File: config.mk
export PLATFORM = sky130hd
export DESIGN_NAME = mac_sched
export DESIGN_NICKNAME = d
export VERILOG_FILES = /design/src/rtl/mac_sched.sv
export SDC_FILE = /design/constraint.sdc
export NUM_CORES = 1
export LEC_CHECK = 0
export CELL_PAD_IN_SITES_DETAIL_PLACEMENT = 1
export CELL_PAD_IN_SITES_GLOBAL_PLACEMENT = 1
export CORE_MARGIN = 8
export CORE_UTILIZATION = 26
export CTS_BUF_LIST = sky130_fd_sc_hd__clkbuf_16
export CTS_CLUSTER_SIZE = 20
export DETAILED_ROUTE_END_ITERATION = 16
export PLACE_DENSITY_LB_ADDON = 0.08
export RECOVER_POWER = 100
export SETUP_SLACK_MARGIN = 0.05
export SLEW_MARGIN = 20
export SYNTH_ARGS = -nofsm -noshare
export SYNTH_HDL_FRONTEND = slang
export SYNTH_SLANG_ARGS = --single-unit
File: constraint.sdc
create_clock -name clk -period 2.97 [get_ports clk]
set_clock_uncertainty 0.1 [all_clocks]
set_input_delay 0.297 -clock clk [delete_from_list [all_inputs] [get_ports clk]]
set_output_delay 0.297 -clock clk [all_outputs]
set_load 0.1 [all_outputs]
File: src/rtl/mac_sched.sv
// mac_sched: round-robin scheduler that shares one MAC engine among three
// requesters. A granted requester streams N_TERMS operand pairs to the
// engine and the accumulated result is returned to it with a done pulse.
// A job that is still unfinished TIMEOUT cycles after it starts is aborted,
// and the sticky err flag is set.
//
// Ports:
//   clk, rst            clock, asynchronous active-high reset
//   req[2:0]            per-requester job request (held until done)
//   a0..b2[15:0]        per-requester operand pairs
//   gnt[2:0]            one-hot grant of the active job
//   op_take             granted requester advances to its next operand pair
//   mac_a, mac_b        operands of the granted requester (0 when idle)
//   mac_cs              one-cycle job start to the engine
//   mac_sync            engine sampled mac_a/mac_b
//   mac_rdy             engine idle/finished
//   mac_out[15:0]       engine accumulated result
//   result[15:0]        result of the last completed job
//   done[2:0]           one-cycle completion pulse to the owner
//   busy                scheduler not idle
//   err                 sticky timeout flag
module mac_sched #(
  parameter int N_TERMS = 4,
  parameter int TIMEOUT = 64
) (
  input  logic        clk,
  input  logic        rst,
  input  logic [2:0]  req,
  input  logic [15:0] a0,
  input  logic [15:0] b0,
  input  logic [15:0] a1,
  input  logic [15:0] b1,
  input  logic [15:0] a2,
  input  logic [15:0] b2,
  output logic [2:0]  gnt,
  output logic        op_take,
  output logic [15:0] mac_a,
  output logic [15:0] mac_b,
  output logic        mac_cs,
  input  logic        mac_sync,
  input  logic        mac_rdy,
  input  logic [15:0] mac_out,
  output logic [15:0] result,
  output logic [2:0]  done,
  output logic        busy,
  output logic        err
);

  localparam int TW = $clog2(TIMEOUT + 1);
  localparam int CW = $clog2(N_TERMS + 1);

  typedef enum logic [2:0] {
    IDLE, START, WAIT_BUSY, RUN, WAIT_DONE, DONE, ABORT
  } state_t;

  state_t          state, state_nxt;
  logic [1:0]      ptr;
  logic [CW-1:0]   term_cnt;
  logic [TW-1:0]   to_cnt;
  logic [2:0]      pick;
  logic            to_hit;
  logic            last_term;

  function automatic logic [1:0] rr_idx(input logic [1:0] p, input int unsigned i);
    int unsigned s;
    s = (32'(p) + i) % 3;
    return s[1:0];
  endfunction

  function automatic logic [1:0] ptr_after(input logic [2:0] g);
    if (g[0])      return 2'd1;
    else if (g[1]) return 2'd2;
    else           return 2'd0;
  endfunction

  // First requesting index found starting at ptr, wrapping mod 3.
  always_comb begin
    pick = '0;
    for (int unsigned i = 0; i < 3; i++) begin
      if (pick == '0 && req[rr_idx(ptr, i)])
        pick[rr_idx(ptr, i)] = 1'b1;
    end
  end

  // to_cnt holds the number of active cycles already spent on this job,
  // so the TIMEOUT-th active cycle is the one that diverts to ABORT.
  assign to_hit    = (to_cnt == TW'(TIMEOUT - 1));
  assign last_term = (term_cnt == CW'(N_TERMS - 1));

  always_comb begin
    state_nxt = state;
    mac_cs    = 1'b0;
    op_take   = 1'b0;
    unique case (state)
      IDLE:      if (|req) state_nxt = START;
      START: begin
        mac_cs    = 1'b1;
        state_nxt = to_hit ? ABORT : WAIT_BUSY;
      end
      WAIT_BUSY: begin
        if (to_hit)        state_nxt = ABORT;
        else if (!mac_rdy) state_nxt = RUN;
      end
      RUN: begin
        op_take = mac_sync;
        if (to_hit)                      state_nxt = ABORT;
        else if (mac_sync && last_term)  state_nxt = WAIT_DONE;
      end
      // Completion takes priority over a coincident timeout.
      WAIT_DONE: begin
        if (mac_rdy)     state_nxt = DONE;
        else if (to_hit) state_nxt = ABORT;
      end
      DONE, ABORT:       state_nxt = IDLE;
      default:           state_nxt = IDLE;
    endcase
  end

  always_ff @(posedge clk or posedge rst) begin
    if (rst) begin
      state    <= IDLE;
      gnt      <= '0;
      ptr      <= '0;
      term_cnt <= '0;
      to_cnt   <= '0;
      result   <= '0;
      err      <= 1'b0;
    end else begin
      state <= state_nxt;
      unique case (state)
        IDLE: begin
          term_cnt <= '0;
          to_cnt   <= '0;
          if (|req) gnt <= pick;
        end
        START: begin
          term_cnt <= '0;
          to_cnt   <= TW'(1);
        end
        WAIT_BUSY: to_cnt <= to_cnt + TW'(1);
        RUN: begin
          to_cnt <= to_cnt + TW'(1);
          if (mac_sync) term_cnt <= term_cnt + CW'(1);
        end
        WAIT_DONE: begin
          to_cnt <= to_cnt + TW'(1);
          if (mac_rdy) result <= mac_out;
        end
        DONE: begin
          gnt <= '0;
          ptr <= ptr_after(gnt);
        end
        ABORT: begin
          err <= 1'b1;
          gnt <= '0;
          ptr <= ptr_after(gnt);
        end
        default: ;
      endcase
    end
  end

  always_comb begin
    mac_a = '0;
    mac_b = '0;
    if (gnt[0]) begin
      mac_a = a0;
      mac_b = b0;
    end else if (gnt[1]) begin
      mac_a = a1;
      mac_b = b1;
    end else if (gnt[2]) begin
      mac_a = a2;
      mac_b = b2;
    end
  end

  assign done = (state == DONE) ? gnt : '0;
  assign busy = (state != IDLE);

endmodule
# Word-level counts from Yosys, hierarchy flattened
# Index checks and enable logic that the tools add are counted.
[op_classes] order_cmp=6 div_mod_pow=3 mux=40 eq_ne=13 bitwise=2 add_sub_neg=4 n_reduce_logical=21
[op_table] cell="two-way mux 16 bit" n=6
[op_table] cell="modulo 32 x 2 -> 32 bit (second input constant)" n=2
[op_table] cell="two-way mux 3 bit" n=14
[op_table] cell="modulo 2 x 2 -> 32 bit (second input constant)" n=1
[op_table] cell="case mux 7 bit (3 select lines)" n=1
[op_table] cell="case mux 3 bit (5 select lines)" n=1
[op_table] cell="case mux 3 bit (2 select lines)" n=2
[op_table] cell="== test 3 x 2 -> 1 bit (second input constant)" n=3
[op_table] cell="== test 3 bit (second input constant)" n=3
[op_table] cell="logical NOT 3 bit" n=3
[op_table] cell="< comparator 2 x 3 -> 1 bit (second input constant)" n=3
[op_table] cell="inequality test 3 bit (second input constant)" n=3
[op_table] cell="two-way mux 1 bit" n=8
[op_table] cell="adder 7 x 1 -> 7 bit (second input constant)" n=1
[op_table] cell="== test 7 x 6 -> 1 bit (second input constant)" n=1
[op_table] cell="binary-select mux 1 bit (select 2 bit)" n=3
[op_table] cell="demux 1 bit (select 2 bit)" n=3
[op_table] cell="greater-or-equal comparator 2 x 1 -> 1 bit (second input constant)" n=3
[op_table] cell="logical AND 1 bit" n=6
[op_table] cell="OR 3 bit" n=2
[op_table] cell="AND reduction 2 bit" n=3
[op_table] cell="nonzero test 3 bit" n=2
[op_table] cell="OR reduction 3 bit" n=2
[op_table] cell="two-way mux 2 bit" n=2
[op_table] cell="other kinds (8)" n=11
[word_totals] output_inout_bits=58 word_cells=96 regBits=35 input_bits=119

# Longest topological paths before layout
# Gate-level depths: netlist (run 1).
[depth] ltp_word=14 ltp_mapped=8 depth_no_buf=7

# Worst setup path before layout (run 1)
# OpenSTA, ideal clock, no wires.
[synth_path] kind="register -> output" startpoint="reg gnt[1]" endpoint="out mac_a[2]" t_required_ps=2573 setup_slack_ps=-1205 t_arrival_ps=3778 path_stages_with_launch=5 path_buffers=2 cell_sequence="dfrtp_1 clkbuf_1 clkbuf_1 a22oi_1 o21ai_0"
[synth_between] elab_chain_len=2
[synth_lines] element="from (decl)" line_no="35" rtl="output logic [2:0] gnt,"
[synth_lines] element="from (signal assigned)" line_no="134" rtl="if (|req) gnt <= pick;"
[synth_lines] element="two-way mux 16 bit" line_no="169" rtl="end else if (gnt[1]) begin"
[synth_lines] element="two-way mux 16 bit" line_no="166" rtl="if (gnt[0]) begin"
[synth_lines] element="to (decl)" line_no="37" rtl="output logic [15:0] mac_a,"
# No other way between the ends.

# Final worst setup path (run 1)
[layout_path] startpoint="reg gnt[1]" endpoint="out mac_a[9]"
# The elaborated chain is that of the path after synthesis.

==> results of run 1 <==
cell families (layout without fill, tap and decap cells):
kind of cell             count (synthesis)  count (layout)  share of synthesized area
adder cells (fa/ha/maj)                  7               7                     0.0342
buffers and inverters                   29             197                     0.0601
flip-flops                              35              35                      0.342
AO/OA/AOI/OAI                          111             111                      0.286
XOR/XNOR                                 1               1                    0.00342
multiplexers                            21              21                      0.106
AND/OR/NAND/NOR                         83              83                      0.169
placed cells by master (no fill, tap or decap), types with 2 or more instances in the layout:
cell	synthesis	routed
a21o_1	2	2
a21oi_1	15	15
a22o_1	4	4
a22oi_1	31	32
a311oi_1	3	3
a31oi_1	3	3
a41o_1	2	2
and2b_1	2	2
and3_1	5	5
buf_12	1	32
buf_4	2	4
clkbuf_1	13	23
clkbuf_16	0	5
clkbuf_2	0	6
clkdlybuf4s50_1	0	117
dfrtp_1	35	34
ha_1	7	7
inv_1	6	6
mux2_1	7	14
mux2_4	10	3
mux2i_1	3	3
nand2_1	45	45
nand3b_1	5	5
nor2_1	8	9
nor2b_1	3	2
nor3_2	1	2
o21ai_0	28	37
o21ai_1	13	2
o21ai_2	0	4
o31ai_1	2	2
or3_1	1	2
cell type report:
class / instances / area [um^2] / area share
multi-input cells: 223 / 1490 / 0.317
well taps: 133 / 166 / 0.0355
clock inverters: 3 / 43.8 / 0.00934
clock buffers: 5 / 125 / 0.0267
repair buffers: 183 / 1970 / 0.420
inverters: 6 / 22.5 / 0.00480
flip-flops and latches: 35 / 877 / 0.187
metal layers:
layer	global-route usage	vias to the layer above	share of wire
met5	0	-	0.0011
met4	0.0333	2	0.010
met3	0.0478	11	0.073
met2	0.293	108	0.48
met1	0.219	1378	0.44
li1	-	1390	-
registers in the layout, indices dropped and copies added (netlist names):
signal    cells
gnt           3
state         3
ptr           2
err           1
term_cnt      3
to_cnt        7
result       16
worst reg2reg max path, cell delays in order (launching register included):
cell and delay, ns:
dfrtp_1 0.40, clkbuf_1 0.35, o21ai_0 0.68, nand4_2 0.23, or3_1 0.35, a21oi_1 0.16
final timing paths:
path	startpoint	endpoint	slack (ns)
max in group asynchronous	rst	result[7]	1.12
min in group asynchronous	rst	ptr[1]	0.55
max	gnt[1]	mac_a[9]	0.43
min	err	err	0.36
max reg2reg	state[1]	to_cnt[5]	0.61
min reg2reg	err	err	0.36
metrics by stage:
stage | hold WS (ns) | setup slack [ns] | util
2_1_floorplan | 0.332 | -0.452 | -
3_3_place_gp | 0.351 | 1.04 | 0.497
3_5_place_dp | 0.364 | 0.979 | 0.497
4_1_cts | 0.373 | 0.745 | 0.515
5_1_grt | 0.402 | 0.313 | 0.484
6_report | 0.363 | 0.427 | 0.484
==> flow_metrics.py, run 1 <==
metrics = {
    "finish": {
        "layout-drive-gt1-share": 0.145,
        "diodes": 0,
        "area_growth_pct": 83.1,
        "fin_nets": 580,
        "layout.cells.non_filler": 588,
        "final_cell_area_um2": 4690,
        "fillCellCount": 1123,
    },
    "synthesis": {
        "synth_edf_count": 0,
        "synth_cell_types": 50,
        "synthArstFlopShare": 1.00,
        "netlist_top_cells_area": "dfrtp_1 (34%), a22oi_1 (9.1%), nand2_1 (6.6%)",
        "synth-seq-cells": 35,
        "synthesis.area_um2": 2560,
        "ys_seq_area_frac": 0.342,
        "syn_nets": 413,
        "synth_flop_cell": "dfrtp_1",
        "yosysWarnings": 0,
        "synth_common_cells": "nand2_1 (45), dfrtp_1 (35), a22oi_1 (31)",
        "yosysMostFrequentCell": "nand2_1",
        "synth.top_cell.area_share": 0.342,
        "yosysTopAreaCell": "dfrtp_1",
        "syn_area_per_cell_um2": 8.92,
        "syn_inst": 287,
    },
    "worst_setup_path": {
        "crit_type": "flip-flop to output port",
        "slowest_stage": "clkbuf_2",
        "crit_cells": 4,
        "crit_chain": "clkbuf_2, a22oi_1, o21ai_0, buf_12",
        "cp-end-kind": "output port",
        "critPathLaunchType": "flip-flop",
        "cp.arrival_ns": 2.15,
        "worstPathRequired_ns": 2.57,
        "crit_family": "buffers and inverters",
        "critPathMaxStageDelay_ns": 0.66,
        "rr_worst_depth": 5,
        "cp_max_fo": 37,
        "path_buf_inv": 2,
    },
    "sta": {
        "fin_crit_sh": 0.856,
        "slew_violations": 0,
        "setup_tns_ns": 0,
        "worst_pin_slew_ns": 1.25,
        "finalHoldViolCount": 0,
        "slew_headroom": 0.172,
        "grt_setup_unrepaired": "no",
        "finalSetupViolations": 0,
        "period_needed_ns": 2.54,
        "max_freq_mhz": 393,
    },
    "clock_tree": {
        "path_clk_slew_ns": 0.06,
        "cts-root-buf": "clkbuf_16",
        "post_cts_buffers": 0,
        "insertion_delay_ns": 0.28,
        "cts_tree": "built",
        "cts_buffer_depth": 2,
        "cts_buffers": 5,
        "cts_resized": 0,
        "ctsHoldBuffers": 0,
        "htree_levels": 2,
        "cts.sinks": 35,
    },
    "run_status": {
        "status": "completed",
    },
    "hold_path": {
        "min_path_type": "flip-flop to flip-flop",
        "holdPathStages": 1,
    },
    "floorplan": {
        "dieArea_um2": 13300,
        "start_util": 0.264,
        "die_w_um": 115,
        "core-area_um2": 9680,
        "io_pins": 177,
        "die_h_um": 115,
        "rows": 36,
    },
    "placement": {
        "place_congestion": 0.818,
        "place_inst": 580,
        "placed_area_um2": 4820,
        "port-buffer-count": 176,
        "hpwl_mm": 9.76,
    },
    "grt": {
        "antenna_found_initial": 1,
        "grt_overflow": 0,
        "grt_pass1_wl_mm": 18.0,
        "first_global_vias": 2996,
        "grt_max_degree": 67,
        "grt_use_total": 0.175,
    },
    "route": {
        "drtIter0Drc": 172,
        "drc": 0,
        "via_count": 2889,
        "wl_per_cell_um": 20.5,
        "wl_mm": 12.0,
        "firstDrtPassIters": 5,
        "avgViaCountPerCell": 4.91,
        "postRouteAntennaNets": 0,
    },
    "flow_run": {
        "drv_cap": 0,
    },
}
Power of run 1 is not shown: default switching activity piles up to over one toggle a cycle in this logic, so the estimate is an artifact.
==> run 2, diff against run 1 <==
--- a/config.mk
+++ b/config.mk
@@ -5,6 +5,7 @@
 export SDC_FILE = /design/constraint.sdc
 export NUM_CORES = 1
 export LEC_CHECK = 0
+export CAP_MARGIN = 30
 export CELL_PAD_IN_SITES_DETAIL_PLACEMENT = 1
 export CELL_PAD_IN_SITES_GLOBAL_PLACEMENT = 1
 export CORE_MARGIN = 8
@@ -14,6 +15,7 @@
 export DETAILED_ROUTE_END_ITERATION = 16
 export PLACE_DENSITY_LB_ADDON = 0.08
 export RECOVER_POWER = 100
+export REMOVE_ABC_BUFFERS = 1
 export SETUP_SLACK_MARGIN = 0.05
 export SLEW_MARGIN = 20
 export SYNTH_ARGS = -nofsm -noshare
==> run 2 against run 1 <==
Net effect: final cell count did not move; via count grew 1.6%; global-route usage grew 0.12 points; highest routed layer is now met4.
==> flow_metrics.py, run 2 (synthesis gave the netlist of run 1 again) <==
metrics = {
    "clock_tree": {
        "ctsHoldBuffers": 0,
        "htree_levels": 2,
        "cts-root-buf": "clkbuf_16",
        "cts_buffer_depth": 2,
        "cts_tree": "built",
        "insertion_delay_ns": 0.28,
        "post_cts_buffers": 0,
        "cts_resized": 0,
        "path_clk_slew_ns": 0.06,
        "cts_buffers": 5,
        "cts.sinks": 35,
    },
    "worst_setup_path": {
        "critPathLaunch": "gnt[1]",
        "r2r_start": "state[1]",
        "cp-end-kind": "output port",
        "crit_type": "flip-flop to output port",
        "worstPathRequired_ns": 2.57,
        "cp_max_fo": 37,
        "cp.arrival_ns": 2.14,
        "critPathLaunchType": "flip-flop",
    },
    "sta": {
        "max_freq_mhz": 395,
        "period_needed_ns": 2.53,
        "slew_violations": 0,
        "slew_headroom": 0.200,
        "grt_setup_unrepaired": "no",
        "finalSetupViolations": 0,
        "fin_crit_sh": 0.853,
        "finalHoldViolCount": 0,
        "setup_tns_ns": 0,
        "worst_pin_slew_ns": 1.21,
    },
    "hold_path": {
        "min_path_type": "flip-flop to flip-flop",
        "holdCritStartpoint": "result[11]",
    },
    "floorplan": {
        "core-area_um2": 9680,
        "dieArea_um2": 13300,
        "io_pins": 177,
        "die_w_um": 115,
        "rows": 36,
        "die_h_um": 115,
        "start_util": 0.264,
    },
    "finish": {
        "top_regs": "result: 16 flops, to_cnt: 7 flops",
        "layout_common_cells": "clkdlybuf4s50_1 (117), nand2_1 (45), o21ai_0 (39), dfrtp_1 (35)",
        "layout_commonest_cell": "clkdlybuf4s50_1",
        "largest_reg_flops": 16,
        "fin_nets": 580,
        "layout-drive-gt1-share": 0.138,
        "final_cell_area_um2": 4660,
        "area_growth_pct": 82.1,
        "diodes": 0,
        "top_register": "result",
    },
    "grt": {
        "antenna_found_initial": 0,
        "grt_max_degree": 70,
        "first_global_vias": 3047,
        "grt_pass1_wl_mm": 18.2,
        "grt_overflow": 0,
        "grt_use_total": 0.176,
    },
    "placement": {
        "port-buffer-count": 176,
        "place_congestion": 0.825,
        "hpwl_mm": 9.78,
        "placed_area_um2": 4660,
    },
    "route": {
        "postRouteAntennaNets": 0,
        "wl_mm": 12.1,
        "drc": 0,
        "via_count": 2934,
        "wl_per_cell_um": 20.6,
        "avgViaCountPerCell": 4.99,
        "drtIter0Drc": 76,
        "firstDrtPassIters": 4,
    },
    "flow_run": {
        "drv_cap": 0,
    },
    "run_status": {
        "status": "completed",
    },
}
-- run 2: layout make-up --
| class | count | area, um^2 |
|---|---|---|
| Fill cell | 1119 | 5020 |
| Clock inverter | 3 | 16.3 |
| Clock buffer | 5 | 125 |
| Sequential cell | 35 | 876 |
| Inverter | 6 | 22.5 |
| Multi-Input combinational cell | 223 | 1480 |
| Timing Repair Buffer | 183 | 1980 |
| Tap cell | 133 | 166 |
-- run 2: final timing paths --
path	endpoint	slack, ns	cells past startpoint
max	mac_a[4]	0.44	4
max reg2reg	to_cnt[5]	0.65	5
min reg2reg	result[11]	0.38	1
min in group asynchronous	result[7]	0.46	3
max in group asynchronous	to_cnt[5]	1.98	3
min	result[11]	0.38	1
-- run 2: through the flow --
| stage | hold WS [ns] | instances | utilization | setup WS [ns] |
|---|---|---|---|---|
| finish | 0.383 | 588 | 0.482 | 0.435 |
| detailed placement | 0.376 | 579 | 0.481 | 0.857 |
| floorplan | 0.332 | 264 | - | -2.07 |
| global route | 0.406 | 588 | 0.482 | 0.283 |
| global placement | 0.370 | 579 | 0.481 | 0.921 |
| CTS | 0.349 | 587 | 0.496 | 0.561 |
-- run 2: routing by layer --
| metal | part of all wire | vias to the layer above | global-route usage |
|---|---|---|---|
| met2 | 0.48 | 119 | 0.295 |
| met1 | 0.43 | 1410 | 0.212 |
| met3 | 0.085 | 12 | 0.0599 |
| met5 | 0 | - | 0 |
| li1 | - | 1393 | - |
| met4 | 0.011 | 0 | 0.0377 |
-- run 2: worst max-delay path, stage by stage (launching register included) --
cell      delay [ns]
dfrtp_1         0.36
clkbuf_2        0.64
a22oi_1         0.18
o21ai_0         0.18
clkbuf_2        0.49
Power of run 2 is left out for the same reason.
